--- src/rtl/writeback_if.sv ---
// M-to-W pipeline bundle: the memory-stage fields captured by the writeback stage.
interface writeback_if #(
  parameter int unsigned WIDTH = 8
);
  logic             ValidM;
  logic             RegWriteM;
  logic             MemtoRegM;
  logic             LoadByteM;
  logic             PCSrcM;
  logic [3:0]       WA3M;
  logic [WIDTH-1:0] ALUOutM;
  logic [WIDTH-1:0] ReadDataM;

  modport master (
    output ValidM, RegWriteM, MemtoRegM, LoadByteM, PCSrcM, WA3M, ALUOutM, ReadDataM
  );

  modport slave (
    input ValidM, RegWriteM, MemtoRegM, LoadByteM, PCSrcM, WA3M, ALUOutM, ReadDataM
  );
endinterface

--- src/rtl/writeback_stage.sv ---
// Writeback stage: M/W pipeline register, result select, R15 redirect and retire counter.
// Optional W-to-D same-cycle operand bypass enabled by defining WB_DECODE_BYPASS_EN.
module writeback_stage #(
  parameter int unsigned WIDTH     = 8,
  parameter int unsigned CNT_WIDTH = 16
) (
  input  logic                 clk,
  input  logic                 reset,
  input  logic                 StallW,
  input  logic                 FlushW,
  writeback_if.slave           m_if,
  input  logic [3:0]           RA1D,
  input  logic [3:0]           RA2D,
  input  logic [WIDTH-1:0]     RD1,
  input  logic [WIDTH-1:0]     RD2,
  output logic                 RegWriteW,
  output logic                 PCSrcW,
  output logic [3:0]           WA3W,
  output logic [WIDTH-1:0]     ResultW,
  output logic [WIDTH-1:0]     RD1D,
  output logic [WIDTH-1:0]     RD2D,
  output logic [CNT_WIDTH-1:0] RetireCount
);

  localparam logic [3:0] PC_REG = 4'd15;

  typedef struct packed {
    logic             valid;
    logic             reg_write;
    logic             mem_to_reg;
    logic             load_byte;
    logic             pc_src;
    logic [3:0]       wa3;
    logic [WIDTH-1:0] alu_out;
    logic [WIDTH-1:0] read_data;
  } w_reg_t;

  w_reg_t               w_q, w_d;
  logic [CNT_WIDTH-1:0] cnt_q, cnt_d;

  // Flush beats stall; write enables are gated by ValidM at capture.
  always_comb begin
    w_d   = w_q;
    cnt_d = cnt_q;
    if (FlushW) begin
      w_d = '0;
    end else if (!StallW) begin
      w_d.valid      = m_if.ValidM;
      w_d.reg_write  = m_if.RegWriteM & m_if.ValidM;
      w_d.mem_to_reg = m_if.MemtoRegM;
      w_d.load_byte  = m_if.LoadByteM;
      w_d.pc_src     = m_if.PCSrcM & m_if.ValidM;
      w_d.wa3        = m_if.WA3M;
      w_d.alu_out    = m_if.ALUOutM;
      w_d.read_data  = m_if.ReadDataM;
      if (m_if.ValidM) cnt_d = cnt_q + CNT_WIDTH'(1);
    end
  end

  always_ff @(posedge clk) begin
    if (reset) begin
      w_q   <= '0;
      cnt_q <= '0;
    end else begin
      w_q   <= w_d;
      cnt_q <= cnt_d;
    end
  end

  always_comb begin
    ResultW = w_q.alu_out;
    if (w_q.mem_to_reg) begin
      ResultW = w_q.load_byte ? WIDTH'(w_q.read_data[7:0]) : w_q.read_data;
    end
  end

  assign RegWriteW   = w_q.reg_write;
  assign PCSrcW      = w_q.pc_src;
  assign WA3W        = w_q.wa3;
  assign RetireCount = cnt_q;

`ifdef WB_DECODE_BYPASS_EN
  // R15 reads come from the PC path in decode, so it is never bypassed.
  assign RD1D = (w_q.reg_write && (w_q.wa3 == RA1D) && (RA1D != PC_REG)) ? ResultW : RD1;
  assign RD2D = (w_q.reg_write && (w_q.wa3 == RA2D) && (RA2D != PC_REG)) ? ResultW : RD2;

  logic unused_w;
  assign unused_w = w_q.valid;
`else
  assign RD1D = RD1;
  assign RD2D = RD2;

  logic unused_w;
  assign unused_w = ^{w_q.valid, RA1D, RA2D, PC_REG};
`endif

endmodule

--- src/flat_wrapper.sv ---
// flat-port wrapper written by rule: the top's interface ports become plain ports
module writeback_stage_flat 
#(
  parameter int unsigned WIDTH     = 8,
  parameter int unsigned CNT_WIDTH = 16
)
  (clk, reset, StallW, FlushW, RA1D, RA2D, RD1, RD2, RegWriteW, PCSrcW, WA3W, ResultW, RD1D, RD2D, RetireCount, m_if_ValidM, m_if_RegWriteM, m_if_MemtoRegM, m_if_LoadByteM, m_if_PCSrcM, m_if_WA3M, m_if_ALUOutM, m_if_ReadDataM);
  writeback_if #(.WIDTH(WIDTH)) m_if_i ();
  input  logic clk;
  input  logic reset;
  input  logic StallW;
  input  logic FlushW;
  input  logic [3:0] RA1D;
  input  logic [3:0] RA2D;
  input  logic [WIDTH-1:0] RD1;
  input  logic [WIDTH-1:0] RD2;
  output logic RegWriteW;
  output logic PCSrcW;
  output logic [3:0] WA3W;
  output logic [WIDTH-1:0] ResultW;
  output logic [WIDTH-1:0] RD1D;
  output logic [WIDTH-1:0] RD2D;
  output logic [CNT_WIDTH-1:0] RetireCount;
  input wire logic [$bits(m_if_i.ValidM)-1:0] m_if_ValidM;
  input wire logic [$bits(m_if_i.RegWriteM)-1:0] m_if_RegWriteM;
  input wire logic [$bits(m_if_i.MemtoRegM)-1:0] m_if_MemtoRegM;
  input wire logic [$bits(m_if_i.LoadByteM)-1:0] m_if_LoadByteM;
  input wire logic [$bits(m_if_i.PCSrcM)-1:0] m_if_PCSrcM;
  input wire logic [$bits(m_if_i.WA3M)-1:0] m_if_WA3M;
  input wire logic [$bits(m_if_i.ALUOutM)-1:0] m_if_ALUOutM;
  input wire logic [$bits(m_if_i.ReadDataM)-1:0] m_if_ReadDataM;
  assign m_if_i.ValidM = m_if_ValidM;
  assign m_if_i.RegWriteM = m_if_RegWriteM;
  assign m_if_i.MemtoRegM = m_if_MemtoRegM;
  assign m_if_i.LoadByteM = m_if_LoadByteM;
  assign m_if_i.PCSrcM = m_if_PCSrcM;
  assign m_if_i.WA3M = m_if_WA3M;
  assign m_if_i.ALUOutM = m_if_ALUOutM;
  assign m_if_i.ReadDataM = m_if_ReadDataM;
  writeback_stage #(.WIDTH(WIDTH), .CNT_WIDTH(CNT_WIDTH)) u_core (.clk(clk), .reset(reset), .StallW(StallW), .FlushW(FlushW), .m_if(m_if_i), .RA1D(RA1D), .RA2D(RA2D), .RD1(RD1), .RD2(RD2), .RegWriteW(RegWriteW), .PCSrcW(PCSrcW), .WA3W(WA3W), .ResultW(ResultW), .RD1D(RD1D), .RD2D(RD2D), .RetireCount(RetireCount));
endmodule
--- config.mk ---
export PLATFORM = sky130hd
export DESIGN_NAME = writeback_stage_flat
export DESIGN_NICKNAME = d
export VERILOG_FILES = /design/src/rtl/writeback_if.sv /design/src/rtl/writeback_stage.sv /design/src/flat_wrapper.sv
export SDC_FILE = /design/constraint.sdc
export NUM_CORES = 1
export LEC_CHECK = 0
export BUFFER_PORTS_ARGS = -buffer_cell sky130_fd_sc_hd__buf_2
export CORE_ASPECT_RATIO = 0.75
export CORE_MARGIN = 2
export CORE_UTILIZATION = 40
export CTS_CLUSTER_DIAMETER = 30
export CTS_CLUSTER_SIZE = 12
export DETAILED_ROUTE_END_ITERATION = 6
export PLACE_DENSITY = 0.82
export SLEW_MARGIN = 20
export SYNTH_ARGS = -nofsm -noshare
export SYNTH_HDL_FRONTEND = slang
export SYNTH_SLANG_ARGS = --single-unit
--- constraint.sdc ---
create_clock -name clk -period 1.6 [get_ports clk]
set_input_delay 0.32 -clock clk [delete_from_list [all_inputs] [get_ports clk]]
set_output_delay 0.32 -clock clk [all_outputs]
set_load 0.02 [all_outputs]
==> flow_summary_export.csv <==
group,metric,value,unit
run_status,status,"complete, but fails checks",
run_status,violations,"setup timing",
clock_tree,cts_hold_buf,0,
pwr,powerDensity,812.9,nW/um^2
pwr,p_int,1.454,mW
layout,drive_gt1_frac,0.4735,
synthesis,ys.flop_type,"dfxtp_1",
synthesis,syn_area,1812,sq um
clock_tree,htree_num_levels,2,
timing,rsz0062_at_grt,"yes",
setup_path,crit_end,"u_core.RetireCount[15]",
route,drt-total-wl,3727,um
placed_design,dp_hpwl,2712,um
global_routing,grt_pass1_wl,6099,um
timing,fmax,623.8,MHz
floorplan,dieWidth,81.71,um
route,viasPerCell,4.788,
global_routing,grt_max_degree,25,
pwr,combPwrFrac,0.091,
route,firstDrtPassIters,4,
timing,setup_viol_count_final,1,
pwr,leakagePower,1.057,nW
clock_tree,clk_pin_slew,0.07,ns
route,vias,1446,
floorplan,dieArea,5089,sq um
floorplan,rows,21,
clock_tree,clk_latency,0.28,ns
pwr,switching_power,0.4191,mW
setup_path,critical_path.cell_chain,"nand3_2 > or4_4 > or4_4 > a21oi_2",
layout,final_util,0.5221,
timing,fin_crit_sh,1.002,
route,ant_nets,0,
setup_path,required,1.82,ns
setup_path,crit_path_end_kind,"register",
pwr,power_frac_seq,0.529,
timing,setup_slack,-0.003000,ns
timing,worst_pin_slew,0.4404,ns
placed_design,place_congestion,0.7903,
global_routing,grt_pass1_vias,1348,
layout,nFillCells,450,
route,drcViolationCount,0,
layout,fin_area,2305,sq um
pwr,p_sw_frac,0.2237,
floorplan,io_pins,99,
min_path,hold_class,"in -> reg",
synthesis,yosysWarnings,0,
route,first_iter_violations,59,
setup_path,r2r_start,"u_core.RetireCount[8]",
setup_path,cp_max_fo,6,
route,wl_per_cell,12.34,um
synthesis,syn_inst,192,
synthesis,ys_async_sr_fraction,0,
placed_design,place_area,2165,sq um
synthesis,yosysSeqAreaShare,0.4309,
synthesis,synth_nets,246,
setup_path,critPathKind,"reg -> reg",
global_routing,grt_remaining_overflow,0,
setup_path,crit_top_cell,"or4_4",
synthesis,synthDistinctLibCells,33,
global_routing,antenna_found_initial,0,
placed_design,numPortBuffers,57,
clock_tree,clock_path_buffers,2,
timing,finClkSkew,0.003514,ns
setup_path,rr_endpoint,"u_core.RetireCount[15]",
clock_tree,cts-root-buf,"clkbuf_8",
setup_path,crit_slowest_cell,"or4_4",
floorplan,start_util,0.4104,
pwr,ir_worst_vdd,577.6,uV
clock_tree,cts_tree,"done",
synthesis,synth_edf_count,0,
clock_tree,clkSinkCount,39,
global_routing,global_route.usage.total,0.1528,
job,drv_cap,0,
setup_path,crit_arrival,1.82,ns
timing,finalHoldViolations,0,
synthesis,syn-mean-instance-area,9.436,sq um
pwr,clkPwrFrac,0.379,
layout,num_antenna_cells,0,
timing,min_period,1.603,ns
synthesis,ys_seq_elements,39,
layout,final_cells,302,
clock_tree,cts_inserted_buffers,5,
timing,tns,-0.003000,ns
floorplan,core,4414,sq um
timing,slew_headroom,0.7064,
setup_path,startpoint,"u_core.RetireCount[8]",
layout,layout.nets,298,
floorplan,die_height,62.29,um
setup_path,cp-start-kind,"register",
setup_path,slowest_delay,0.56,ns
setup_path,r2r_cells,4,
setup_path,r2r_setup_slack,-0.003,ns
placed_design,dp_cells,293,
layout,syn2layout_area_growth,27.21,%
timing,slew_violations,0,
worst min path at each step:
stage / startpoint / end / slack [ns] / cells past startpoint
detailed placement: u_core.RetireCount[15] / u_core.RetireCount[15] / 0.47 / 2
global route: m_if_ReadDataM[1] / u_core.w_q[1] / 0.28 / 3
CTS: m_if_MemtoRegM / u_core.w_q[22] / 0.26 / 3
floorplan: u_core.w_q[0] / u_core.w_q[0] / 0.46 / 2
global placement: u_core.RetireCount[15] / u_core.RetireCount[15] / 0.47 / 2
finish: m_if_ALUOutM[5] / u_core.w_q[13] / 0.27 / 3
flip-flops by register name, summed over array words and instances, names as in the netlist:
signal	count
u_core.WA3W	4
u_core.RetireCount	16
u_core.w_q	17
u_core.PCSrcW	1
u_core.RegWriteW	1
power by group through the flow:
stage	clock (mW)	combinational [mW]	sequential [mW]
3_5_place_dp	0	0.170	1.01
5_1_grt	0.782	0.188	0.995
4_1_cts	0.740	0.170	0.991
6_report	0.711	0.171	0.991
3_3_place_gp	0	0.167	1.01
2_1_floorplan	0	0.168	1.01
routing by layer:
layer / vias to the layer above / GRT usage / part of all wire
met5: - / 0 / 0
met4: 0 / 0.04375 / 0.0072
met3: 6 / 0.05087 / 0.068
met2: 37 / 0.2346 / 0.46
met1: 661 / 0.2038 / 0.47
li1: 742 / - / -
cell usage in the layout, fill, tap and decap left out, drive strengths merged, types with 2 or more instances in the layout:
cell type / instances
a21oi: 5
a22oi: 2
buf: 74
clkbuf: 8
dfxtp: 39
inv: 3
mux2: 8
mux2i: 22
nand2: 6
nand3: 4
nand4: 4
nor2: 36
nor3: 3
nor4: 3
o21ai: 3
or3: 3
or4: 2
xnor2: 6
xor2: 3
stage by stage:
step / hold slack, ns / total power, mW / worst slack [ns]
floorplan: 0.4576 / 1.181 / -0.07495
CTS: 0.2610 / 1.901 / 0.004052
global placement: 0.4677 / 1.181 / 0.01955
detailed placement: 0.4699 / 1.185 / 0.007520
finish: 0.2718 / 1.873 / -0.003000
global route: 0.2774 / 1.965 / -0.04015
Yosys cell counts (all sizes together) (2+ instances only):
cell	instances	area, sq um
a21oi	5	25.02
inv	3	11.26
or4	2	18.77
nor3	3	15.01
nor4	3	18.77
buf	22	157.6
dfxtp	39	780.8
clkbuf	7	26.28
xnor2	6	52.55
mux2	8	90.09
nor2	36	135.1
nand4	4	40.04
or3	3	22.52
nand3	4	20.02
xor2	3	26.28
mux2i	22	220.2
o21ai	3	15.01
a22oi	2	15.01
nand2	6	22.52
cell families (layout without fill, tap and decap cells):
kind of cell,Yosys count,in the layout,synth area share
buf+inv,32,85,0.1077
compound gates,14,14,0.04972
simple gates,67,67,0.1899
fa+ha+maj,1,1,0.006905
mux,30,30,0.1713
xor+xnor,9,9,0.04351
flops,39,39,0.4309
worst max-delay path, delay by kind of cell (launching register included):
kind	cells	cell delay, ns
AOI/OAI and AO/OA	1	0.11
DFF	1	0.35
and+or+nand+nor	3	1.07
layout make-up:
type	count	area, sq um	area share
Inverter	3	11.26	0.004886
Timing Repair Buffer	74	412.9	0.1792
Tap cell	57	71.32	0.03094
Sequential cell	39	815.8	0.3540
Multi-Input combinational cell	121	893.4	0.3876
Clock buffer	8	100.1	0.04343
repair_timing:
action                     CTS  global route
pin swaps                    1             1
setup endpoints to repair    9             2
setup buffers                0             1
resized for setup            3             3
(Power assumes the default switching activity.)
